File: config.mk
export PLATFORM = sky130hd
export DESIGN_NAME = cdc_fifo_write_packetizer_flat
export DESIGN_NICKNAME = d
export VERILOG_FILES = /design/src/rtl/cdc_pkt_pkg.sv /design/src/rtl/cdc_fifo_write_packetizer_if.sv /design/src/rtl/cdc_pkt_buffer.sv /design/src/rtl/cdc_fifo_write_packetizer.sv /design/src/flat_wrapper.sv
export SDC_FILE = /design/constraint.sdc
export NUM_CORES = 1
export LEC_CHECK = 0
export CAP_MARGIN = 10
export CORE_MARGIN = 4
export CORE_UTILIZATION = 35
export CTS_BUF_LIST = sky130_fd_sc_hd__clkbuf_2
export DETAILED_ROUTE_END_ITERATION = 8
export SETUP_SLACK_MARGIN = 0.02
export SYNTH_ARGS = -nofsm -noshare
export SYNTH_HDL_FRONTEND = slang
export SYNTH_SLANG_ARGS = --single-unit
File: constraint.sdc
create_clock -name clock_write -period 4.95 [get_ports clock_write]
set_input_delay 0.99 -clock clock_write [delete_from_list [all_inputs] [get_ports clock_write]]
set_output_delay 0.99 -clock clock_write [all_outputs]
set_load 0.02 [all_outputs]
File: src/rtl/cdc_pkt_pkg.sv
// Shared frame definitions for the write-side packetizer: FSM encoding, frame layout, config checks.
// Frame = one length header word, the payload, then one XOR trailer word when the checksum build is selected.
package cdc_pkt_pkg;

   typedef enum logic [1:0] {
      COLLECT = 2'd0,
      HEADER  = 2'd1,
      PAYLOAD = 2'd2,
      TRAILER = 2'd3
   } state_t;

   // Header word carries the payload length; trailer word is the XOR of all payload words.
   localparam int HDR_WORDS = 1;
`ifdef CDC_PKT_CHECKSUM_EN
   localparam int TRL_WORDS = 1;
`else
   localparam int TRL_WORDS = 0;
`endif

   function automatic int frame_words(input int payload_len);
      return payload_len + HDR_WORDS + TRL_WORDS;
   endfunction

   function automatic bit len_width_ok(input int len_width, input int max_len, input int data_width);
      return (max_len >= 1) && (max_len < (2 ** len_width)) && (max_len <= (2 ** data_width) - 1);
   endfunction

   function automatic int buf_addr_width(input int max_len);
      return (max_len > 1) ? $clog2(max_len) : 1;
   endfunction

endpackage

File: src/rtl/cdc_fifo_write_packetizer_if.sv
// Upstream stream plus FIFO write port of the packetizer.
// master = environment side (source of words, FIFO full flag); slave = packetizer side.
interface cdc_fifo_write_packetizer_if #(
   parameter int DATA_WIDTH = 8
);
   logic [DATA_WIDTH-1:0] in_data;
   logic                  in_valid;
   logic                  in_last;
   logic                  in_ready;
   logic [DATA_WIDTH-1:0] fifo_write_data;
   logic                  fifo_write_enable;
   logic                  fifo_write_full;

   modport master (
      output in_data, in_valid, in_last, fifo_write_full,
      input  in_ready, fifo_write_data, fifo_write_enable
   );

   modport slave (
      input  in_data, in_valid, in_last, fifo_write_full,
      output in_ready, fifo_write_data, fifo_write_enable
   );
endinterface

File: src/rtl/cdc_pkt_buffer.sv
// Payload holding buffer: MAX_LEN words, synchronous write port, combinational read port.
// Contents are not reset; the packetizer only reads entries written in the current packet.
module cdc_pkt_buffer
   import cdc_pkt_pkg::*;
#(
   parameter int DATA_WIDTH = 8,
   parameter int MAX_LEN    = 16,
   parameter int AW         = buf_addr_width(MAX_LEN)
) (
   input  logic                  clock_write,
   input  logic                  write_enable,
   input  logic [AW-1:0]         write_addr,
   input  logic [DATA_WIDTH-1:0] write_data,
   input  logic [AW-1:0]         read_addr,
   output logic [DATA_WIDTH-1:0] read_data
);
   logic [DATA_WIDTH-1:0] mem [MAX_LEN];

   always_ff @(posedge clock_write) begin
      if (write_enable) begin
         mem[write_addr] <= write_data;
      end
   end

   assign read_data = mem[read_addr];
endmodule

File: src/rtl/cdc_fifo_write_packetizer.sv
// Collects a packet, then writes header(len), payload and optional XOR trailer (CDC_PKT_CHECKSUM_EN) to the FIFO.
// Header is written the cycle after the last accepted word; fifo_write_full stalls emission with data held stable.
module cdc_fifo_write_packetizer
   import cdc_pkt_pkg::*;
#(
   parameter int DATA_WIDTH = 8,
   parameter int MAX_LEN    = 16,
   parameter int LEN_WIDTH  = 5,
   parameter int CNT_WIDTH  = 16
) (
   input  logic                  clock_write,
   input  logic                  reset,
   cdc_fifo_write_packetizer_if.slave bus,
   output logic [CNT_WIDTH-1:0]  pkt_count,
   output logic                  busy
);
   localparam int AW = buf_addr_width(MAX_LEN);
   localparam logic [LEN_WIDTH-1:0] LEN_MAX = LEN_WIDTH'(MAX_LEN);
   localparam logic [LEN_WIDTH-1:0] LEN_ONE = LEN_WIDTH'(1);

   if (!len_width_ok(LEN_WIDTH, MAX_LEN, DATA_WIDTH)) begin : g_bad_cfg
      $error("cdc_fifo_write_packetizer: MAX_LEN does not fit LEN_WIDTH/DATA_WIDTH");
   end

   state_t                state, state_nxt;
   logic [LEN_WIDTH-1:0]  len, len_nxt;
   logic [LEN_WIDTH-1:0]  idx, idx_nxt;
   logic                  pkt_inc;
   logic                  accept;
   logic                  emit;
   logic [DATA_WIDTH-1:0] buf_rd;
   logic [DATA_WIDTH-1:0] wr_data;
`ifdef CDC_PKT_CHECKSUM_EN
   logic [DATA_WIDTH-1:0] checksum;
`endif

   // Handshake outputs are gated by reset so the FIFO and upstream see idle during reset.
   assign bus.in_ready          = (state == COLLECT) && !reset;
   assign emit                  = (state != COLLECT) && !bus.fifo_write_full && !reset;
   assign bus.fifo_write_enable = emit;
   assign bus.fifo_write_data   = reset ? '0 : wr_data;
   assign accept                = bus.in_valid && bus.in_ready;
   assign busy                  = !reset && ((state != COLLECT) || (len != '0));

   cdc_pkt_buffer #(
      .DATA_WIDTH (DATA_WIDTH),
      .MAX_LEN    (MAX_LEN),
      .AW         (AW)
   ) u_buf (
      .clock_write  (clock_write),
      .write_enable (accept),
      .write_addr   (len[AW-1:0]),
      .write_data   (bus.in_data),
      .read_addr    (idx[AW-1:0]),
      .read_data    (buf_rd)
   );

   always_comb begin
      state_nxt = state;
      len_nxt   = len;
      idx_nxt   = idx;
      pkt_inc   = 1'b0;
      wr_data   = '0;
      unique case (state)
         COLLECT: begin
            if (accept) begin
               len_nxt = len + LEN_ONE;
               // A full buffer closes the packet even without in_last.
               if (bus.in_last || (len_nxt == LEN_MAX)) begin
                  state_nxt = HEADER;
               end
            end
         end
         HEADER: begin
            wr_data = DATA_WIDTH'(len);
            if (emit) begin
               idx_nxt   = '0;
               state_nxt = PAYLOAD;
            end
         end
         PAYLOAD: begin
            wr_data = buf_rd;
            if (emit) begin
               idx_nxt = idx + LEN_ONE;
               if (idx == (len - LEN_ONE)) begin
`ifdef CDC_PKT_CHECKSUM_EN
                  state_nxt = TRAILER;
`else
                  state_nxt = COLLECT;
                  len_nxt   = '0;
                  pkt_inc   = 1'b1;
`endif
               end
            end
         end
         TRAILER: begin
`ifdef CDC_PKT_CHECKSUM_EN
            wr_data = checksum;
            if (emit) begin
               state_nxt = COLLECT;
               len_nxt   = '0;
               pkt_inc   = 1'b1;
            end
`endif
         end
         default: ;
      endcase
   end

   always_ff @(posedge clock_write) begin
      if (reset) begin
         state     <= COLLECT;
         len       <= '0;
         idx       <= '0;
         pkt_count <= '0;
      end else begin
         state     <= state_nxt;
         len       <= len_nxt;
         idx       <= idx_nxt;
         pkt_count <= pkt_count + CNT_WIDTH'(pkt_inc);
      end
   end

`ifdef CDC_PKT_CHECKSUM_EN
   always_ff @(posedge clock_write) begin
      if (reset) begin
         checksum <= '0;
      end else if (accept) begin
         checksum <= checksum ^ bus.in_data;
      end else if ((state == TRAILER) && emit) begin
         checksum <= '0;
      end
   end
`endif
endmodule

File: src/flat_wrapper.sv
// flat-port wrapper written by rule: the top's interface ports become plain ports
module cdc_fifo_write_packetizer_flat import cdc_pkt_pkg::*;
#(
   parameter int DATA_WIDTH = 8,
   parameter int MAX_LEN    = 16,
   parameter int LEN_WIDTH  = 5,
   parameter int CNT_WIDTH  = 16
)
  (clock_write, reset, pkt_count, busy, bus_in_data, bus_in_valid, bus_in_last, bus_fifo_write_full, bus_in_ready, bus_fifo_write_data, bus_fifo_write_enable);
  cdc_fifo_write_packetizer_if #(.DATA_WIDTH(DATA_WIDTH)) bus_i ();
  input  logic clock_write;
  input  logic reset;
  output logic [CNT_WIDTH-1:0] pkt_count;
  output logic busy;
  input wire logic [$bits(bus_i.in_data)-1:0] bus_in_data;
  input wire logic [$bits(bus_i.in_valid)-1:0] bus_in_valid;
  input wire logic [$bits(bus_i.in_last)-1:0] bus_in_last;
  input wire logic [$bits(bus_i.fifo_write_full)-1:0] bus_fifo_write_full;
  output wire logic [$bits(bus_i.in_ready)-1:0] bus_in_ready;
  output wire logic [$bits(bus_i.fifo_write_data)-1:0] bus_fifo_write_data;
  output wire logic [$bits(bus_i.fifo_write_enable)-1:0] bus_fifo_write_enable;
  assign bus_i.in_data = bus_in_data;
  assign bus_i.in_valid = bus_in_valid;
  assign bus_i.in_last = bus_in_last;
  assign bus_i.fifo_write_full = bus_fifo_write_full;
  assign bus_in_ready = bus_i.in_ready;
  assign bus_fifo_write_data = bus_i.fifo_write_data;
  assign bus_fifo_write_enable = bus_i.fifo_write_enable;
  cdc_fifo_write_packetizer #(.DATA_WIDTH(DATA_WIDTH), .MAX_LEN(MAX_LEN), .LEN_WIDTH(LEN_WIDTH), .CNT_WIDTH(CNT_WIDTH)) u_core (.clock_write(clock_write), .reset(reset), .bus(bus_i), .pkt_count(pkt_count), .busy(busy));
endmodule
==> insert_results.sql, run 1 <==
INSERT INTO impl_metrics (metric_group, metric, value, unit) VALUES
('status', 'outcome', 'completed', ''),
('global_route', 'grt_start_max_net_pins', '33', ''),
('cells_and_area', 'final_net_count', '481', ''),
('placed_design', 'dp_hpwl', '9.04', 'mm'),
('yosys', 'synth-xor-area-share', '3.35', '%'),
('sta', 'setup_repair_after_global_routing_missed_its_margin', 'false', ''),
('yosys', 'ys_top_cells_by_area', 'sky130_fd_sc_hd__edfxtp_1 (57%), sky130_fd_sc_hd__dfxtp_1 (9.4%), sky130_fd_sc_hd__mux4_2 (9.3%)', ''),
('cells_and_area', 'finalInstanceArea', '0.00773', 'mm²'),
('yosys', 'synth_area', '0.00679', 'mm²'),
('yosys', 'yosysSeqAreaShare', '66.0', '%'),
('sta', 'worst_slew_pin_slew', '911', 'ps'),
('detailed_routing', 'dr_total_vias', '3651', ''),
('clock_network', 'cts_hold_buffers', '0', ''),
('critical_path', 'worstPathBufferInverterCount', '1', ''),
('yosys', 'main_combinational_cell_family_by_area_after_synthesis', 'multiplexers', ''),
('yosys', 'synth_simple_gate_area_share', '8.62', '%'),
('detailed_routing', 'post_detailed_route_drc_marker_count', '0', ''),
('die', 'die-height', '147', 'µm'),
('detailed_routing', 'met2_wirelength', '6.61', 'mm'),
('sta', 'period_share', '92.8', '%'),
('yosys', 'library_cell_with_the_highest_instance_count_after_synthesis', 'sky130_fd_sc_hd__edfxtp_1', ''),
('hold_path', 'holdCritPathClass', 'reg -> reg', ''),
('die', 'design.portCount', '40', ''),
('global_route', 'via_count_of_the_first_global_routing_pass', '3724', ''),
('sta', 'clock.fmax', '0.218', 'GHz'),
('yosys', 'yosys_warnings', '0', ''),
('sta', 'setup_viol', '0', ''),
('sta', 'setup-tns-final', '0', 'ps'),
('detailed_routing', 'dr.first_iter.drc_count', '213', ''),
('die', 'initial_utilization', '35.9', '%'),
('detailed_routing', 'drt_pass1_iterations', '5', ''),
('critical_path', 'cp_data_required_time', '3960', 'ps'),
('sta', 'holdWs', '519', 'ps'),
('die', 'rows', '50', ''),
('global_route', 'number_of_antenna_violations_at_the_first_check_in_global_routing', '0', ''),
('power', 'switchingPower', '0.000763', 'W'),
('yosys', 'mappedNetlistNets', '438', ''),
('yosys', 'ys_seq_elements', '160', ''),
('die', 'fp.coreArea', '0.0189', 'mm²'),
('die', 'design.die.area', '0.0217', 'mm²'),
('detailed_routing', 'route.detailed.wl_per_inst', '19.3', 'µm'),
('cells_and_area', 'antenna-diode-count', '0', ''),
('cells_and_area', 'n_fill_cell', '1729', ''),
('clock_network', 'clock_path_buffers', '2', ''),
('global_route', 'grt_pass1_wl', '21.9', 'mm'),
('sta', 'report.final.hold_viol_count', '0', ''),
('clock_network', 'worst_skew_pair_later_pin_latency', '730', 'ps'),
('yosys', 'synthDistinctLibCells', '45', ''),
('clock_network', 'cts-buffers-inserted', '17', ''),
('global_route', 'grt_usage', '13.5', '%'),
('run', 'maxCapViolCount', '0', ''),
('critical_path', 'critical-path-max-stage-delay', '910', 'ps'),
('critical_path', 'critical_path.slowest_cell', 'sky130_fd_sc_hd__dfxtp_2', ''),
('critical_path', 'path_class', 'reg -> out', ''),
('yosys', 'netlist.top_cell.by_area', 'sky130_fd_sc_hd__edfxtp_1', ''),
('yosys', 'post-synth-top-area-fraction', '56.6', '%'),
('yosys', 'syn_avg_cell_area', '16.4', 'µm²'),
('placed_design', 'number_of_i_o_port_buffers', '39', ''),
('power', 'p_comb_share', '14.6', '%'),
('sta', 'maxSlewHeadroom', '39.2', '%'),
('sta', 'post-route-min-period', '4590', 'ps'),
('detailed_routing', 'route.antenna.remaining_nets', '0', ''),
('yosys', 'complex_gate_fraction_of_the_synthesized_area', '2.69', '%'),
('power', 'power_switching_share', '27.6', '%'),
('yosys', 'synthTopCellsByCount', 'sky130_fd_sc_hd__edfxtp_1 (128), sky130_fd_sc_hd__dfxtp_1 (32), sky130_fd_sc_hd__nor2_1 (32)', ''),
('detailed_routing', 'route.met3.wl', '849', 'µm'),
('placed_design', 'gp_routability_congestion', '0.795', ''),
('critical_path', 'critical_path_peak_fanout', '24', ''),
('critical_path', 'crit_path_end_kind', 'output port', ''),
('yosys', 'synth_mux_area_share', '14.7', '%'),
('detailed_routing', 'drt_wl_total', '14.0', 'mm');
## worst min-delay path, cell delays in order, from the launching register on
cell and delay (ps):
sky130_fd_sc_hd__dfxtp_1 380, sky130_fd_sc_hd__nand2b_1 70, sky130_fd_sc_hd__mux2i_1 60
## per-layer routing
layer | vias to the layer above | track usage [%]
met5 | - | 0
met2 | 108 | 21.2
met3 | 23 | 3.55
li1 | 1686 | -
met1 | 1834 | 18.1
met4 | 0 | 5.22
## sequential cells by signal (all words and copies together), names as in the netlist, named ones only
register	count
u_core.idx	5
u_core.len	5
u_core.pkt_count	16
u_core.u_buf.mem	128
u_core.state	2
## cell usage in the layout (no fill, tap or decap), types with 4 or more instances in the layout
| cell | instances |
|---|---|
| sky130_fd_sc_hd__clkbuf_2 | 18 |
| sky130_fd_sc_hd__buf_4 | 7 |
| sky130_fd_sc_hd__dfxtp_1 | 31 |
| sky130_fd_sc_hd__inv_1 | 11 |
| sky130_fd_sc_hd__inv_6 | 4 |
| sky130_fd_sc_hd__xnor2_1 | 12 |
| sky130_fd_sc_hd__o21ai_0 | 4 |
| sky130_fd_sc_hd__mux4_2 | 28 |
| sky130_fd_sc_hd__clkdlybuf4s50_1 | 39 |
| sky130_fd_sc_hd__ha_1 | 12 |
| sky130_fd_sc_hd__and3_1 | 4 |
| sky130_fd_sc_hd__nand3_1 | 16 |
| sky130_fd_sc_hd__nand2_1 | 10 |
| sky130_fd_sc_hd__nor2_1 | 32 |
| sky130_fd_sc_hd__mux4_1 | 12 |
| sky130_fd_sc_hd__nor2b_1 | 6 |
| sky130_fd_sc_hd__nand2b_1 | 4 |
| sky130_fd_sc_hd__xor2_1 | 14 |
| sky130_fd_sc_hd__nor3_1 | 7 |
| sky130_fd_sc_hd__mux2i_1 | 4 |
| sky130_fd_sc_hd__a22oi_1 | 6 |
| sky130_fd_sc_hd__edfxtp_1 | 128 |
| sky130_fd_sc_hd__and2_1 | 16 |
## stage by stage
| step | setup slack (ps) | instances |
|---|---|---|
| floorplan | 1920 | 413 |
| global route | 112 | 729 |
| detailed placement | 1070 | 697 |
| CTS | 216 | 729 |
| global placement | 1070 | 697 |
| finish | 358 | 729 |
## worst paths after layout
kind                        start                endpoint  slack, ps  cells past startpoint
hold reg to reg   u_core.state[1]         u_core.state[1]        520                      2
hold / removal    u_core.state[1]         u_core.state[1]        520                      2
setup reg to reg    u_core.len[0]    u_core.pkt_count[12]       1740                     13
setup / recovery         register  bus_fifo_write_data[4]        360                      5
## kinds of logic after synthesis
logic type / after synthesis
adder cells (fa/ha/maj): 12
XOR/XNOR: 26
AND/OR/NAND/NOR: 111
AO/OA/AOI/OAI: 26
multiplexers: 45
buffers and inverters: 33
flip-flops: 160
## cell type report
class	instances	area (µm²)	share of cell area, %
Clock buffer	18	90.1	1.17
Tap cell	260	325	4.21
Clock inverter	14	191	2.48
Inverter	11	41.3	0.534
Multi-Input combinational cell	220	2150	27.8
Sequential cell	160	4490	58.1
Timing Repair Buffer	46	443	5.73
## power groups by stage
| stage | registers [W] | clock network, W | logic [W] |
|---|---|---|---|
| after floorplan | 0.00154 | 0 | 0.000337 |
| after global placement | 0.00158 | 0 | 0.000394 |
| after detailed placement | 0.00159 | 0 | 0.000405 |
| after CTS | 0.00156 | 0.000823 | 0.000406 |
| after global routing | 0.00157 | 0.000885 | 0.000444 |
| final | 0.00156 | 0.000802 | 0.000402 |
Power figures use the tool's default switching activity.
==> inputs of run 2 (changes only) <==
- MAX_ROUTING_LAYER: unset -> met4
==> run 2 against run 1 <==
Die area unchanged. Register-to-register slack lost 30 ps. Cell area unchanged. Sequential power hardly changed. Total power is essentially flat. Critical path type unchanged. Largest power group unchanged. Highest routed layer unchanged.
==> insert_results.sql, run 2 (synthesized netlist as in run 1, its figures left out) <==
INSERT INTO impl_metrics (metric_group, metric, value, unit) VALUES
('critical_path', 'ff2ff_path_depth', '13', ''),
('cells_and_area', 'synthToLayoutAreaGrowth', '13.8', '%'),
('global_route', 'grt_start_max_net_pins', '33', ''),
('clock_network', 'htree_num_levels', '4', ''),
('die', 'initial_utilization', '35.9', '%'),
('cells_and_area', 'drive_above_1_share', '15.6', '%'),
('clock_network', 'tritoncts', 'done', ''),
('sta', 'skew', '22.1', 'ps'),
('power', 'power_density', '357', 'mW/mm²'),
('die', 'design.die.area', '0.0217', 'mm²'),
('detailed_routing', 'drt_wl_total', '14.1', 'mm'),
('critical_path', 'crit_path_cell_trace', 'mux4_1 > mux4_2 > a22oi_1 > nor2_1 > clkdlybuf4s50_1', ''),
('status', 'outcome', 'completed', ''),
('detailed_routing', 'via_per_inst', '4.99', ''),
('critical_path', 'critical_path.slowest_cell', 'sky130_fd_sc_hd__dfxtp_2', ''),
('cells_and_area', 'multi_input_area', '0.00215', 'mm²'),
('cells_and_area', 'largest_registers', 'u_core.u_buf.mem (128), u_core.pkt_count (16)', ''),
('sta', 'setup-tns-final', '0', 'ps'),
('critical_path', 'path_class', 'reg -> out', ''),
('sta', 'report.final.hold_viol_count', '0', ''),
('cells_and_area', 'final-instance-count-excl-fill', '729', ''),
('cells_and_area', 'n_fill_cell', '1729', ''),
('clock_network', 'worst_skew_pair_later_pin_latency', '720', 'ps'),
('critical_path', 'kind_of_start_point_of_the_critical_path', 'register', ''),
('die', 'die-height', '147', 'µm'),
('sta', 'post-route-min-period', '4580', 'ps'),
('cells_and_area', 'flip_flop_count_of_the_largest_register_all_copies_and_words_added', '128', ''),
('run', 'maxCapViolCount', '0', ''),
('critical_path', 'cp_data_required_time', '3960', 'ps'),
('detailed_routing', 'dr_total_vias', '3638', ''),
('clock_network', 'cts_hold_buffers', '0', ''),
('detailed_routing', 'route.detailed.wl_per_inst', '19.3', 'µm'),
('die', 'die_x', '147', 'µm'),
('detailed_routing', 'route.antenna.remaining_nets', '0', ''),
('detailed_routing', 'post_detailed_route_drc_marker_count', '0', ''),
('critical_path', 'worst_r2r_startpoint', 'u_core.len[0]', ''),
('sta', 'worst_slew_pin_slew', '926', 'ps'),
('critical_path', 'worst_r2r_endpoint', 'u_core.pkt_count[14]', ''),
('clock_network', 'cts.reportedPaths.clkPinSlew', '230', 'ps'),
('clock_network', 'post_cts_resize_count', '0', ''),
('cells_and_area', 'ff_latch_area', '0.00449', 'mm²'),
('die', 'fp.coreArea', '0.0189', 'mm²'),
('placed_design', 'dp_hpwl', '9.04', 'mm'),
('clock_network', 'clock-root-buffer', 'sky130_fd_sc_hd__clkbuf_2', ''),
('placed_design', 'placed_cells_incl_taps', '697', ''),
('detailed_routing', 'dr.first_iter.drc_count', '223', ''),
('sta', 'final_max_slew_viol_count', '0', ''),
('global_route', 'via_count_of_the_first_global_routing_pass', '3720', ''),
('cells_and_area', 'final_cell_mix', 'sky130_fd_sc_hd__edfxtp_1 (128), sky130_fd_sc_hd__clkdlybuf4s50_1 (39), sky130_fd_sc_hd__nor2_1 (32)', ''),
('clock_network', 'clock_path_buffers', '2', ''),
('critical_path', 'arrival', '3590', 'ps'),
('sta', 'setup_repair_after_global_routing_missed_its_margin', 'false', ''),
('hold_path', 'whs_endpoint', 'u_core.state[1]', ''),
('placed_design', 'number_of_i_o_port_buffers', '39', ''),
('hold_path', 'worstHoldStart', 'u_core.state[1]', ''),
('critical_path', 'critical-path-max-stage-delay', '900', 'ps'),
('die', 'design.portCount', '40', ''),
('cells_and_area', 'antenna-diode-count', '0', ''),
('sta', 'maxSlewHeadroom', '38.2', '%'),
('sta', 'clock.fmax', '0.219', 'GHz'),
('global_route', 'grt_usage', '13.9', '%'),
('critical_path', 'crit_path_end_kind', 'output port', ''),
('critical_path', 'critical_path_peak_fanout', '24', ''),
('global_route', 'number_of_antenna_violations_at_the_first_check_in_global_routing', '0', ''),
('die', 'rows', '50', ''),
('clock_network', 'cts-buffers-inserted', '17', ''),
('hold_path', 'holdCritPathClass', 'reg -> reg', ''),
('sta', 'setup_viol', '0', ''),
('clock_network', 'clock_sinks', '160', ''),
('placed_design', 'gp_routability_congestion', '0.806', ''),
('sta', 'period_share', '92.4', '%'),
('cells_and_area', 'final_common_cell', 'sky130_fd_sc_hd__edfxtp_1', ''),
('cells_and_area', 'largest-register', 'u_core.u_buf.mem', ''),
('global_route', 'global_route.overflow_total', '0', ''),
('hold_path', 'hold_path_depth', '2', ''),
('cells_and_area', 'final_net_count', '481', ''),
('critical_path', 'reg2reg_setup_slack', '1710', 'ps'),
('global_route', 'grt_pass1_wl', '21.9', 'mm'),
('power', 'vdd_ir_drop_max', '0.155', 'mV'),
('power', 'leakagePower', '2.42', 'nW'),
('detailed_routing', 'drt_pass1_iterations', '4', ''),
('clock_network', 'postCtsSetupBuffers', '0', '');
[run 2: where the power goes]
group	leakage, nW	internal (W)	switching, W
Sequential	1.41	0.00150	0.0000602
Clock	0.162	0.000303	0.000498
Combinational	0.843	0.000199	0.000205
[run 2: final cells by class]
cell class                      count  area share [%]
Timing Repair Buffer               46            5.73
Tap cell                          260            4.21
Sequential cell                   160            58.1
Clock buffer                       18            1.17
Inverter                           11           0.534
Multi-Input combinational cell    220            27.8
Clock inverter                     14            2.48
[run 2: worst max path at each step]
stage | cells past startpoint | endpoint | start | slack (ps)
6_report | 5 | bus_fifo_write_data[4] | register | 370
5_1_grt | 5 | bus_fifo_write_data[4] | register | 110
4_1_cts | 5 | bus_fifo_write_data[4] | register | 220
3_5_place_dp | 5 | bus_fifo_write_data[4] | register | 1070
3_3_place_gp | 5 | bus_fifo_write_data[6] | register | 1070
2_1_floorplan | 10 | u_core.pkt_count[9] | reset | 1920
[run 2: worst max-delay path: cells and delay by family (launching register included)]
kind / cells / cell delay (ps)
multiplexers: 2 / 1160
flip-flops: 1 / 900
buffers and inverters: 1 / 550
AO/OA/AOI/OAI: 1 / 170
AND/OR/NAND/NOR: 1 / 90
[run 2: through the flow]
stage | power, W | util (%) | setup WS, ps | hold WS (ps) | area, µm²
2_1_floorplan | 0.00188 | - | 1920 | 466 | 6790
3_3_place_gp | 0.00198 | 39.4 | 1070 | 479 | 7440
3_5_place_dp | 0.00199 | 39.4 | 1070 | 496 | 7440
4_1_cts | 0.00279 | 40.9 | 216 | 527 | 7730
5_1_grt | 0.00290 | 40.9 | 112 | 561 | 7730
6_report | 0.00276 | 40.9 | 375 | 519 | 7730
[run 2: metal layers]
| metal | track usage, % | up-vias | part of all wire (%) |
|---|---|---|---|
| li1 | - | 1687 | - |
| met1 | 18.3 | 1839 | 46 |
| met2 | 21.1 | 96 | 47 |
| met3 | 3.45 | 16 | 5.2 |
| met4 | 5.22 | 0 | 1.5 |
| met5 | - | - | 0 |
==> inputs of run 3 (changes only) <==
- CORE_ASPECT_RATIO: unset -> 0.5
- GPL_TIMING_DRIVEN: unset -> 0
==> run 3 against run 2 <==
Setup slack worse by 42 ps. Clock power is 5.7% lower. Register-to-register slack worse by 160 ps. First-iteration DRC count is 54% higher. Combinational power is 21% higher. Global-route usage is 0.11 points lower. Non-clock buffer count is 16 higher. Critical path type unchanged.
==> insert_results.sql, run 3 (synthesized netlist as in run 1, its figures left out) <==
INSERT INTO impl_metrics (metric_group, metric, value, unit) VALUES
('sta', 'skew', '35.0', 'ps'),
('power', 'power.clock.fraction', '27.4', '%'),
('sta', 'setup_repair_after_global_routing_missed_its_margin', 'false', ''),
('detailed_routing', 'route.antenna.remaining_nets', '0', ''),
('power', 'power_density', '354', 'mW/mm²'),
('die', 'design.die.area', '0.0218', 'mm²'),
('die', 'initial_utilization', '36.3', '%'),
('power', 'vdd_ir_drop_max', '0.163', 'mV'),
('detailed_routing', 'dr_total_vias', '3704', ''),
('clock_network', 'htree_num_levels', '4', ''),
('cells_and_area', 'drive_above_1_share', '14.4', '%'),
('cells_and_area', 'largest_registers', 'u_core.u_buf.mem (128), u_core.pkt_count (16)', ''),
('detailed_routing', 'drt_pass1_iterations', '4', ''),
('power', 'leakagePower', '2.43', 'nW'),
('power', 'power_switching_share', '28.9', '%'),
('clock_network', 'clock_path_buffers', '2', ''),
('sta', 'final_max_slew_viol_count', '0', ''),
('clock_network', 'worst_skew_pair_later_pin_latency', '710', 'ps'),
('detailed_routing', 'route.detailed.wl_per_inst', '19.0', 'µm'),
('critical_path', 'cp_data_required_time', '3960', 'ps'),
('placed_design', 'gp_routability_congestion', '0.825', ''),
('cells_and_area', 'finalCoreUtilization', '41.7', '%'),
('cells_and_area', 'final_cell_mix', 'sky130_fd_sc_hd__edfxtp_1 (128), sky130_fd_sc_hd__clkdlybuf4s50_1 (39), sky130_fd_sc_hd__nor2_1 (32), sky130_fd_sc_hd__dfxtp_1 (32), sky130_fd_sc_hd__mux4_2 (28)', ''),
('sta', 'setup_viol', '0', ''),
('detailed_routing', 'drt_wl_total', '14.2', 'mm'),
('cells_and_area', 'largest-register', 'u_core.u_buf.mem', ''),
('power', 'intPower', '0.00196', 'W'),
('sta', 'clock.fmax', '0.217', 'GHz'),
('placed_design', 'dp_hpwl', '9.67', 'mm'),
('clock_network', 'postCtsSetupBuffers', '0', ''),
('power', 'switchingPower', '0.000796', 'W'),
('sta', 'worst_slew_pin_slew', '849', 'ps'),
('critical_path', 'ff2ff_path_depth', '14', ''),
('die', 'rows', '35', ''),
('placed_design', 'number_of_i_o_port_buffers', '39', ''),
('global_route', 'grt_start_max_net_pins', '17', ''),
('critical_path', 'arrival', '3630', 'ps'),
('power', 'sequentialPowerShare', '55.0', '%'),
('cells_and_area', 'final_common_cell', 'sky130_fd_sc_hd__edfxtp_1', ''),
('critical_path', 'path_class', 'reg -> out', ''),
('die', 'die-height', '107', 'µm'),
('status', 'outcome', 'completed', ''),
('detailed_routing', 'via_per_inst', '4.97', ''),
('clock_network', 'cts_hold_buffers', '0', ''),
('clock_network', 'clock_sinks', '160', ''),
('critical_path', 'critical_path_peak_fanout', '10', ''),
('clock_network', 'cts.reportedPaths.clkPinSlew', '260', 'ps'),
('die', 'fp.coreArea', '0.0187', 'mm²'),
('clock_network', 'post_cts_resize_count', '0', ''),
('clock_network', 'tritoncts', 'done', ''),
('power', 'p_comb_share', '17.6', '%'),
('sta', 'report.final.hold_viol_count', '0', ''),
('sta', 'post-route-min-period', '4620', 'ps'),
('cells_and_area', 'flip_flop_count_of_the_largest_register_all_copies_and_words_added', '128', ''),
('global_route', 'via_count_of_the_first_global_routing_pass', '3727', ''),
('cells_and_area', 'final_net_count', '497', ''),
('die', 'die_x', '205', 'µm'),
('detailed_routing', 'dr.first_iter.drc_count', '343', ''),
('clock_network', 'cts-buffers-inserted', '17', ''),
('critical_path', 'reg2reg_setup_slack', '1550', 'ps'),
('hold_path', 'hold_path_depth', '2', ''),
('sta', 'period_share', '93.3', '%'),
('global_route', 'grt_pass1_wl', '22.0', 'mm'),
('sta', 'setup-tns-final', '0', 'ps'),
('run', 'maxCapViolCount', '0', ''),
('global_route', 'global_route.overflow_total', '0', ''),
('die', 'design.portCount', '40', ''),
('hold_path', 'holdCritPathClass', 'reg -> reg', ''),
('global_route', 'grt_usage', '13.8', '%'),
('cells_and_area', 'synthToLayoutAreaGrowth', '14.7', '%'),
('sta', 'maxSlewHeadroom', '43.1', '%'),
('global_route', 'number_of_antenna_violations_at_the_first_check_in_global_routing', '1', ''),
('detailed_routing', 'post_detailed_route_drc_marker_count', '0', ''),
('critical_path', 'crit_path_end_kind', 'output port', ''),
('critical_path', 'kind_of_start_point_of_the_critical_path', 'register', ''),
('clock_network', 'clock-root-buffer', 'sky130_fd_sc_hd__clkbuf_2', '');
run 3: cell count changes in the layout (fill, tap and decap cells not counted), moves of 2 or more:
cell and change:
sky130_fd_sc_hd__buf_1 +3, sky130_fd_sc_hd__buf_4 -5, sky130_fd_sc_hd__clkbuf_1 +14, sky130_fd_sc_hd__clkinv_1 +2
sky130_fd_sc_hd__clkinvlp_4 -2
run 3: final cells by class:
type	instances	area, µm²
Clock buffer	17	85.1
Tap cell	259	324
Sequential cell	160	4480
Antenna cell	1	2.50
Fill cell	1699	10900
Clock inverter	15	176
Buffer	22	123
Inverter	11	41.3
Multi-Input combinational cell	220	2150
Timing Repair Buffer	40	398
run 3: worst paths after layout:
check                   from                     end
min reg2reg  u_core.state[1]         u_core.state[1]
min          u_core.state[1]         u_core.state[1]
max                 register  bus_fifo_write_data[1]
max reg2reg    u_core.len[0]    u_core.pkt_count[14]
run 3: routing by layer:
layer | global-route usage (%) | share of wire [%] | vias to the layer above
li1 | - | - | 1718
met1 | 18.6 | 47 | 1885
met2 | 21.6 | 47 | 94
met3 | 3.44 | 4.5 | 7
met4 | 2.72 | 0.74 | 0
met5 | - | 0 | -
run 3: per-stage QoR:
step | setup WS [ps] | hold slack [ps] | instances | power [W] | cell area (µm²)
global route | 74.6 | 573 | 745 | 0.00289 | 7790
finish | 333 | 524 | 745 | 0.00276 | 7790
CTS | 210 | 526 | 744 | 0.00278 | 7790
detailed placement | 801 | 494 | 712 | 0.00203 | 7520
global placement | 797 | 481 | 711 | 0.00202 | 7510
floorplan | 1920 | 466 | 413 | 0.00188 | 6790
run 3: worst max-delay path, cell delays in order (launching register included):
cell and delay, ps:
sky130_fd_sc_hd__dfxtp_1 500, sky130_fd_sc_hd__buf_1 630, sky130_fd_sc_hd__mux4_2 460, sky130_fd_sc_hd__mux4_2 520
sky130_fd_sc_hd__a22oi_1 200, sky130_fd_sc_hd__nor2_1 60, sky130_fd_sc_hd__clkdlybuf4s50_1 550
run 3: power by group through the flow:
| stage | registers [W] | logic, W | clock network [W] |
|---|---|---|---|
| after floorplan | 0.00154 | 0.000337 | 0 |
| after global placement | 0.00155 | 0.000478 | 0 |
| after detailed placement | 0.00155 | 0.000483 | 0 |
| after CTS | 0.00152 | 0.000486 | 0.000778 |
| after global routing | 0.00152 | 0.000525 | 0.000838 |
| final | 0.00152 | 0.000486 | 0.000755 |
